### src/rtl/sequence_detector_pkg.sv
// Shared definitions for the "1001" serial sequence detector.
package sequence_detector_pkg;

    // Serial pattern, oldest bit in the MSB.
    localparam logic [3:0] PATTERN = 4'b1001;

    // Width of the saturating detection counter.
    localparam int CNT_W = 8;

    // FSM states; each names the longest useful prefix seen so far.
    typedef enum logic [2:0] {
        S_IDLE = 3'd0,
        S_1    = 3'd1,
        S_10   = 3'd2,
        S_100  = 3'd3,
        S_DET  = 3'd4
    } state_e;

endpackage

### src/rtl/sequence_detector_sat_counter.sv
// Up-counter that holds at its all-ones value instead of wrapping.
module sat_counter #(
    parameter int W = 8
) (
    input  logic         clk,
    input  logic         rst,
    input  logic         inc_en,
    output logic [W-1:0] count
);

    logic [W-1:0] count_q;
    logic [W-1:0] count_d;

    // Next count: step by one when enabled, unless already at the ceiling.
    always_comb begin
        count_d = count_q;
        if (inc_en && (count_q != {W{1'b1}})) begin
            count_d = count_q + W'(1);
        end
    end

    // Count register, cleared asynchronously.
    always_ff @(posedge clk or posedge rst) begin
        if (rst) begin
            count_q <= '0;
        end else begin
            count_q <= count_d;
        end
    end

    assign count = count_q;

endmodule

### src/rtl/sequence_detector.sv
// Moore FSM detecting the serial pattern 1,0,0,1 on X with overlap, plus a
// saturating count of detections.
module sequence_detector
    import sequence_detector_pkg::*;
(
    input  logic             CLK,
    input  logic             RST,
    input  logic             X,
    output logic             Y,
    output logic [CNT_W-1:0] CNT
);

    state_e state_q;
    state_e state_d;
    logic   det_next;

    // Next-state logic. Fallback targets on a mismatching bit reflect the
    // self-overlap of "1001": a stray 1 is always a fresh "1" prefix, and
    // after a match the final 1 starts the next attempt.
    always_comb begin
        state_d = S_IDLE;
        case (state_q)
            S_IDLE:  state_d = (X == PATTERN[3]) ? S_1   : S_IDLE;
            S_1:     state_d = (X == PATTERN[2]) ? S_10  : S_1;
            S_10:    state_d = (X == PATTERN[1]) ? S_100 : S_1;
            S_100:   state_d = (X == PATTERN[0]) ? S_DET : S_IDLE;
            S_DET:   state_d = (X == PATTERN[2]) ? S_10  : S_1;
            default: state_d = S_IDLE;
        endcase
    end

    // State register; reset discards any partial match immediately.
    always_ff @(posedge CLK or posedge RST) begin
        if (RST) begin
            state_q <= S_IDLE;
        end else begin
            state_q <= state_d;
        end
    end

    // Output decode from the registered state only (Moore); unused
    // encodings decode to 0.
    always_comb begin
        Y = (state_q == S_DET);
    end

    // Count on the same edge that enters S_DET, so CNT moves with Y.
    assign det_next = (state_d == S_DET);

    sat_counter #(
        .W(CNT_W)
    ) u_sat_counter (
        .clk   (CLK),
        .rst   (RST),
        .inc_en(det_next),
        .count (CNT)
    );

endmodule

### config.mk
export PLATFORM = sky130hd
export DESIGN_NAME = sequence_detector
export DESIGN_NICKNAME = d
export VERILOG_FILES = /design/src/rtl/sequence_detector_pkg.sv /design/src/rtl/sequence_detector_sat_counter.sv /design/src/rtl/sequence_detector.sv
export SDC_FILE = /design/constraint.sdc
export NUM_CORES = 1
export LEC_CHECK = 0
export CAP_MARGIN = 20
export CORE_MARGIN = 2
export CORE_UTILIZATION = 30
export DETAILED_ROUTE_END_ITERATION = 8
export DONT_BUFFER_PORTS = 1
export GPL_TIMING_DRIVEN = 0
export PLACE_DENSITY = 0.53
export SLEW_MARGIN = 20
export SYNTH_ARGS = -nofsm -noshare
export SYNTH_HDL_FRONTEND = slang
export SYNTH_SLANG_ARGS = --single-unit
### constraint.sdc
create_clock -name CLK -period 1.75 [get_ports CLK]
set_input_delay 0.2625 -clock CLK [delete_from_list [all_inputs] [get_ports CLK]]
set_output_delay 0.2625 -clock CLK [all_outputs]
set_load 0.1 [all_outputs]
* Word level (Yosys, flattened, before mapping)
Index checks and enable logic that the tools add are counted.
Cells by class: $add $sub $neg 1, eq/ne operators 6, muxes and demuxes 5, reduce and logical (&&, ||, !) cells 3
Operators by type and width (number):
- $pmux W3 S4 | 1
- $add A8 B1 Y8 const B | 1
- $ne A8 B8 Y1 const B | 1
- $eq A3 B2 Y1 const B | 2
- $eq A3 B3 Y1 const B | 2
- $mux W2 | 2
- $eq A3 B1 Y1 const B | 1
- $logic_not A3 Y1 | 1
- $mux W3 | 1
- $reduce_or A2 Y1 | 1
- $logic_and A1 B1 Y1 | 1
- $mux W1 | 1
Word-level totals: bits in registers 11, input port bits 3, output and inout bits 9

* Depth between registers and ports, before layout
depth after elaboration 5, mapped depth 5

* Modules after synthesis
A second synthesis with hierarchy kept.
Second synthesis, totals: cells, all modules 55, area total of the unflattened synthesis 568.0 um2
By module, submodules not included:
- sat_counter | instances 1, cells each 38, area each 419.2 um2, sequential area each 200.2 um2
- sequence_detector | instances 1, cells each 17, area each 148.9 um2, sequential area each 75.1 um2

* Worst setup path before layout
No wires, ideal clock.
kind flip-flop to output port, start point register state_q[0], end point output Y, arrival 2.628 ns, slack -1.141 ns, stages on the path, launching flop included 2, cells stage by stage dfrtp_1 > nor3b_1
Between the ends: word-level cells in the longest chain between the ends 1
Ends and longest elaborated chain:
- start: declaration | line sequence_detector.sv:13 | state_e state_q;
- start signal: assignment | line sequence_detector.sv:37 | state_q <= state_d;
- $eq A3 B3 Y1 | line sequence_detector.sv:44 | Y = (state_q == S_DET);
- end: declaration | line sequence_detector.sv:9 | output logic Y,
No other way between the ends.

* Final worst setup path
start point register state_q[1], end point output Y
The elaborated chain is that of the path after synthesis.

==> metrics.md <==
| Metric | Value |
|---|---|
| Number of diodes | 0 |
| Post-Syn Area per Cell | 11.72 sq um |
| Worst-margin pin slew | around 1.0 ns |
| Post-layout util | 0.4125 |
| Final Max Slew Viols | 0 |
| DP Area | 596.8 sq um |
| Synth Register Bits | 11 |
| Crit path max-delay family | simple AND/OR/NAND/NOR gates |
| Final worst setup slack | -0.06149 ns |
| Critical path endpoint | Y |
| Violated checks | setup timing |
| Global-route wire length before repair | between 1500 and 2000 microns |
| Number of vias per cell | 4.951 |
| Crit path buffers/inverters | 0 |
| DR pass1 iterations | 2 |
| Remaining Overflow, GRT | 0 |
| Max incr delay on CP | 0.88 ns |
| Initial antenna violation count | 0 |
| DR iter-0 viols | 2 |
| Status | finished with violations |
| Residual DRC | 0 |
| Worst relative slew slack | 0.3039 |
| Ys flop type | dfrtp_1 |
| Worst r2r dst | u_sat_counter.count[1] |
| Worst Hold Class | input port to flop |
| H-tree Lvls | 1 |
| Crit-path cells | nor3b_4 |
| Period utilization | 1.035 |
| Most frequent cells in the layout | buf_4, dfrtp_4, nand3_1, xnor2_1 |
| Critical Path Start | state_q[1] |
| Vias | 401 |
| Synthesized area | 539.3 sq um |
| Wire per inst | ~13 microns |
| PortBufs | 0 |
| Synth cell types | 24 |
| Total I/O pin count | 12 |
| Area growth from synthesis to layout | 30.63% |
| Minimum clock period | 1.811 ns |
| Site Rows | 15 |
| Worst vdd ir | 906.3 uV |
| Initial Utilization | 0.3158 |
| Clock root buffer | clkbuf_4 |
| Crit. End Element | primary output |
| Number of flops mapped to enable cells by yosys | 0 |
| Critical-path cell with the highest stage delay | nor3b_4 |
| Required @ worst endpoint | 1.49 ns |
| Final number of setup-violating endpoints | 1 |
| Clock Skews | 0.001259 ns |
| R2R Setup Slk | 0.06 ns |
| Hold path depth | 1 |
| Die span in x | 46.40 microns |
| Pwr dens | around 1600 nW/um^2 |
| DRT Wirelength | 1021 microns |
| Max Freq | roughly 0.55 GHz |
| Crit-path max FO | 2 |
| Fill cells | 158 |
| Critical path arrival | 1.55 ns |
| Final antenna-violating net count | 0 |
| Total CTS buffers | 3 |
| Sequential cell area fraction in the yosys report | 0.5104 |
| GRT Total Usage | 0.1068 |
| Reg clk slew, reported paths | 0.07 ns |
| Die area | 2153 sq um |
| Placed insts | 71 |
| # nets final | 61 |
| Design Area, Final | roughly 700 sq um |
| Largest net degree at the start of global routing | 12 |
| Reg2reg start | u_sat_counter.count[0] |
| Final hold viol count | 0 |
| DP HPWL | 657.8 microns |
| CP startpoint kind | flop |
| Async SR Flop Fraction | 1.000 |
| Levels on crit path | 1 |
| Lkg Pwr | 0.2863 nW |
| Vias in the first global route | 400 |
| RePlAce Congestion | 0.7597 |
| RSZ-0062 raised after global routing | true |
| Worst skew pair latency | 0.26 ns |
| R2r worst-path depth | 5 |
| CTS tree | built |
| Syn_nets | 50 |
| Post-synthesis cell count | 46 |
| CTS sink count | 11 |
| CTS max path bufs | 2 |
| Layout cells sized above 1 | 0.4464 |
| Max-Cap Viols | 0 |
| Core area | 1708 sq um |
| Non-Filler Instances | 81 |
| Hold WS | 0.05612 ns |
| Critical setup path kind | flop to primary output |
| Die Span Y | 46.40 microns |
| Yosys warning total | 0 |
-- power by group --
part / switching, mW / internal [mW]
Sequential: 0.378 / 0.339
Clock: 0.0816 / 0.0881
Combinational: 0.102 / 0.136
Total: 0.561 / 0.563
-- synth_stat cells, types with 2 or more instances --
cell	count	area share
nand2b_1	2	0.023
xnor2_1	4	0.065
nand3_1	4	0.037
dfrtp_1	11	0.51
nor2_1	2	0.014
mux2i_1	2	0.037
a41oi_1	2	0.032
nand2_1	3	0.021
-- kinds of logic (layout without fill, tap and decap cells) --
| family | Yosys count | in the layout | synth area share |
|---|---|---|---|
| mux | 4 | 4 | 0.08584 |
| xor+xnor | 4 | 4 | 0.06496 |
| fa+ha+maj | 1 | 1 | 0.02320 |
| compound gates | 5 | 5 | 0.06961 |
| flops | 11 | 11 | 0.5104 |
| simple gates | 19 | 19 | 0.2251 |
| buf+inv | 2 | 12 | 0.02088 |
-- how the worst min path moves through the flow --
stage          start          to  slack (ns)
6_report           X  state_q[1]        0.06
5_1_grt            X  state_q[1]        0.04
4_1_cts            X  state_q[1]        0.05
3_5_place_dp     RST  state_q[0]        0.17
3_3_place_gp     RST  state_q[0]        0.17
2_1_floorplan    RST  state_q[0]        0.11
-- registers in the layout (all words and copies together), names as in the netlist --
signal               count
state_q                  3
u_sat_counter.count      8
-- cell type report --
class,instances,area (sq um),share of cell area
Tap cell,25,31.28,0.04440
Clock buffer,4,26.28,0.03730
Timing Repair Buffer,6,47.55,0.06750
Multi-Input combinational cell,33,286.5,0.4067
Buffer,1,7.507,0.01066
Sequential cell,11,301.5,0.4281
Inverter,1,3.754,0.005329
-- routing by layer --
metal  share of wire  vias to the layer above  global-route usage  wire, microns
met5               0                        -                   0              0
met4           0.013                        0             0.06857             13
met3           0.040                        2             0.03137             41
met2            0.49                       10              0.1583            502
met1            0.45                      196              0.1333            463
li1                -                      193                   -              -
-- per-stage QoR --
| stage | setup TNS (ns) | setup slack (ns) | power (mW) |
|---|---|---|---|
| 2_1_floorplan | 0 | 0.01268 | 0.8356 |
| 3_3_place_gp | -0.1187 | -0.1187 | 0.8727 |
| 3_5_place_dp | -0.1276 | -0.1276 | 0.8785 |
| 4_1_cts | -0.08619 | -0.08619 | 1.120 |
| 5_1_grt | -0.09872 | -0.09707 | 1.195 |
| 6_report | -0.06149 | -0.06149 | 1.124 |
-- repair_timing --
action / in CTS / in global routing
pin swaps: 2 / 2
endpoints found under the setup margin: 2 / 2
endpoints found under the hold margin: 11 / 0
gates resized for setup: 5 / 4
setup buffers: 3 / 2
hold buffers: 1 / 0
Power figures use the tool's default switching activity.
==> edit (same settings) <==
Put a register stage on the output `CNT`, with the module's reset. The value now appears one clock later. The other outputs are not delayed to match.
--- a/src/rtl/sequence_detector.sv
+++ b/src/rtl/sequence_detector.sv
@@ -11,2 +11,4 @@
 );
+
+    logic [CNT_W-1:0] CNT_d;
 
@@ -55,4 +57,12 @@
         .inc_en(det_next),
-        .count (CNT)
+        .count (CNT_d)
     );
+
+    always_ff @(posedge CLK or posedge RST) begin
+        if (RST) begin
+            CNT <= '0;
+        end else begin
+            CNT <= CNT_d;
+        end
+    end
 
Behaviour: not the same (a bounded check fails within 10 cycles, from zero or initial values and one cycle with RST high).
==> edit against the original RTL <==
The flow still finishes with violations (negative setup slack). Sequential share of layout area rose by 11 points. Sequential power rose by 26%. Wire length rose by 20%. Design area rose by 25%. Power rose by 19%. Worst setup slack got worse by 0.049 ns. Clock power rose by 30%. Die area rose by 35%. First-iteration DRC count rose to 3.0 times the old value. Synthesized area rose by 39%. Register-to-register slack improved by 0.11 ns. Utilization fell by 4.6 points. Sequential cell count rose by 8. Critical path type unchanged. Highest routed layer unchanged.
==> edit: results (changes against the original RTL) <==
Place
  – Area after DPL: 797.0 um2 (was 596.8 um2)
  – Final GP Congestion: 0.6620 (was 0.7597)
  – Detailed Place HPWL: 779.4 um (was 657.8 um)
  – Placed insts: 85 (was 71)

Timing
  – Hold_ws: 0.1763 ns (was 0.05612 ns)
  – Setup_tns: -0.1109 ns (was -0.06149 ns)
  – Setup ws final: -0.1109 ns (was -0.06149 ns)
  – Finish-stage setup viols: 1 (unchanged)
  – Worst-Margin Slew: 1.035 ns (was 1.043 ns)

Global routing
  – Vias in the first global route: 456 (was 400)
  – Largest net degree at the start of global routing: 20 (was 12)
  – Gr usage total: 0.1060 (was 0.1068)
  – Global routing usage on met3: 0.04167 (was 0.03137)
  – GR Util met2: 0.1504 (was 0.1583)
  – Global-route wire length before repair: 2111 um (was 1662 um)
  – GR Util met1: 0.1344 (was 0.1333)

Pwr
  – PD cells: 1518 mW/mm2 (was 1596 mW/mm2)
  – Clk network pwr share: 0.165 (was 0.151)
  – Sw Ratio: 0.4549 (was 0.4993)
  – Power Combinational: 216 uW (was 238 uW)
  – Worst VDD drop: 0.7468 mV (was 0.9063 mV)
  – Leakage power: 0.0004004 uW (was 0.0002863 uW)

Synthesis
  – Post-Syn Nets: 59 (was 50)
  – XOR/XNOR Fraction of Synth Area: 0.05853 (was 0.06497)
  – Synth cell count leaders: dfrtp_1 (19), xnor2_1 (5), nand4_1 (4) (was dfrtp_1 (11), nand3_1 (4), xnor2_1 (4))
  – Multiplexer share of the synthesized area: 0.06020 (was 0.08585)
  – Compound-Gate Fraction of Synth Area: 0.06187 (was 0.06961)
  – Sequential area share after synthesis: 0.6355 (was 0.5104)
  – Synth Area in Adders: 0.01672 (was 0.02320)
  – Cell variety after synth: 23 (was 24)
  – Synth top area cells: dfrtp_1 (64%), xnor2_1 (5.9%), mux2_1 (4.5%) (was dfrtp_1 (51%), xnor2_1 (6.5%), mux2i_1 (3.7%))
  – Syn Area/Cell: 13.60 um2 (was 11.72 um2)

CTS
  – Hold_buf cts: 1 (unchanged)
  – Worst-path clk slew: 0.10 ns (was 0.07 ns)
  – Max Buffers Root-to-Sink: 2 (unchanged)
  – Worst-Skew Late Latency: 0.30 ns (was 0.26 ns)
  – PostCTS Resize Cnt: 1 (was 5)
  – Setup Buffers After CTS: 2 (was 3)

Detailed routing
  – Initial DRC count: 6 (was 2)
  – DR vias: 458 (was 401)
  – DR pass1 iterations: 4 (was 2)
  – Avg WL per Cell: 12.75 um (was 12.60 um)
  – Wire length on met3: 56 um (was 41 um)
  – Met1 Wirelength: 577 um (was 463 um)
  – Met2 wire len: 566 um (was 502 um)

Cells and area
  – Layout cells sized above 1: 0.2121 (was 0.4464)
  – Net count, final: 71 (was 61)
  – Final non-filler cell total: 96 (was 81)

Outcome
  – Failing checks: negative setup slack (unchanged)
  – Status: complete, but fails checks (unchanged)

Critical path
  – Worst setup startpoint: state_q[0]$_DFF_PP0_ (was state_q[1]$_DFF_PP0_)
  – Crit path DAT: 1.60 ns (was 1.55 ns)
  – Crit-path max cell delay: 0.86 ns (was 0.88 ns)
  – Flop-to-flop setup slack: 0.17 ns (was 0.06 ns)
==> edit: cell types whose count changed after synthesis, sizes merged, moves of 2 or more <==
| cell | unedited run | this run |
|---|---|---|
| nand4 | 2 | 4 |
| dfrtp | 11 | 19 |
| mux2i | 2 | 0 |
| nand3 | 4 | 1 |
| o211ai | 0 | 2 |
| a41oi | 2 | 0 |
| mux2 | 2 | 4 |
==> edit: worst paths after layout <==
check	to	cells after the start
worst max-delay path	Y	1
worst min-delay path	state_q[0]$_DFF_PP0_	2
worst max register to register	u_sat_counter.count[1]$_DFFE_PP0P_	4
worst min register to register	CNT[6]$_DFF_PP0_	0
max in group asynchronous	state_q[0]$_DFF_PP0_	2
min in group asynchronous	u_sat_counter.count[7]$_DFFE_PP0P_	2
==> edit: final cells by class <==
class	instances	area, um2
fillers	248	1526
flip-flops and latches	19	476.7
multi-input cells	34	269.0
repair buffers	7	57.56
well taps	30	37.54
clock buffers	3	22.52
plain buffers	1	11.26
clock inverters	1	5.005
inverters	1	3.754
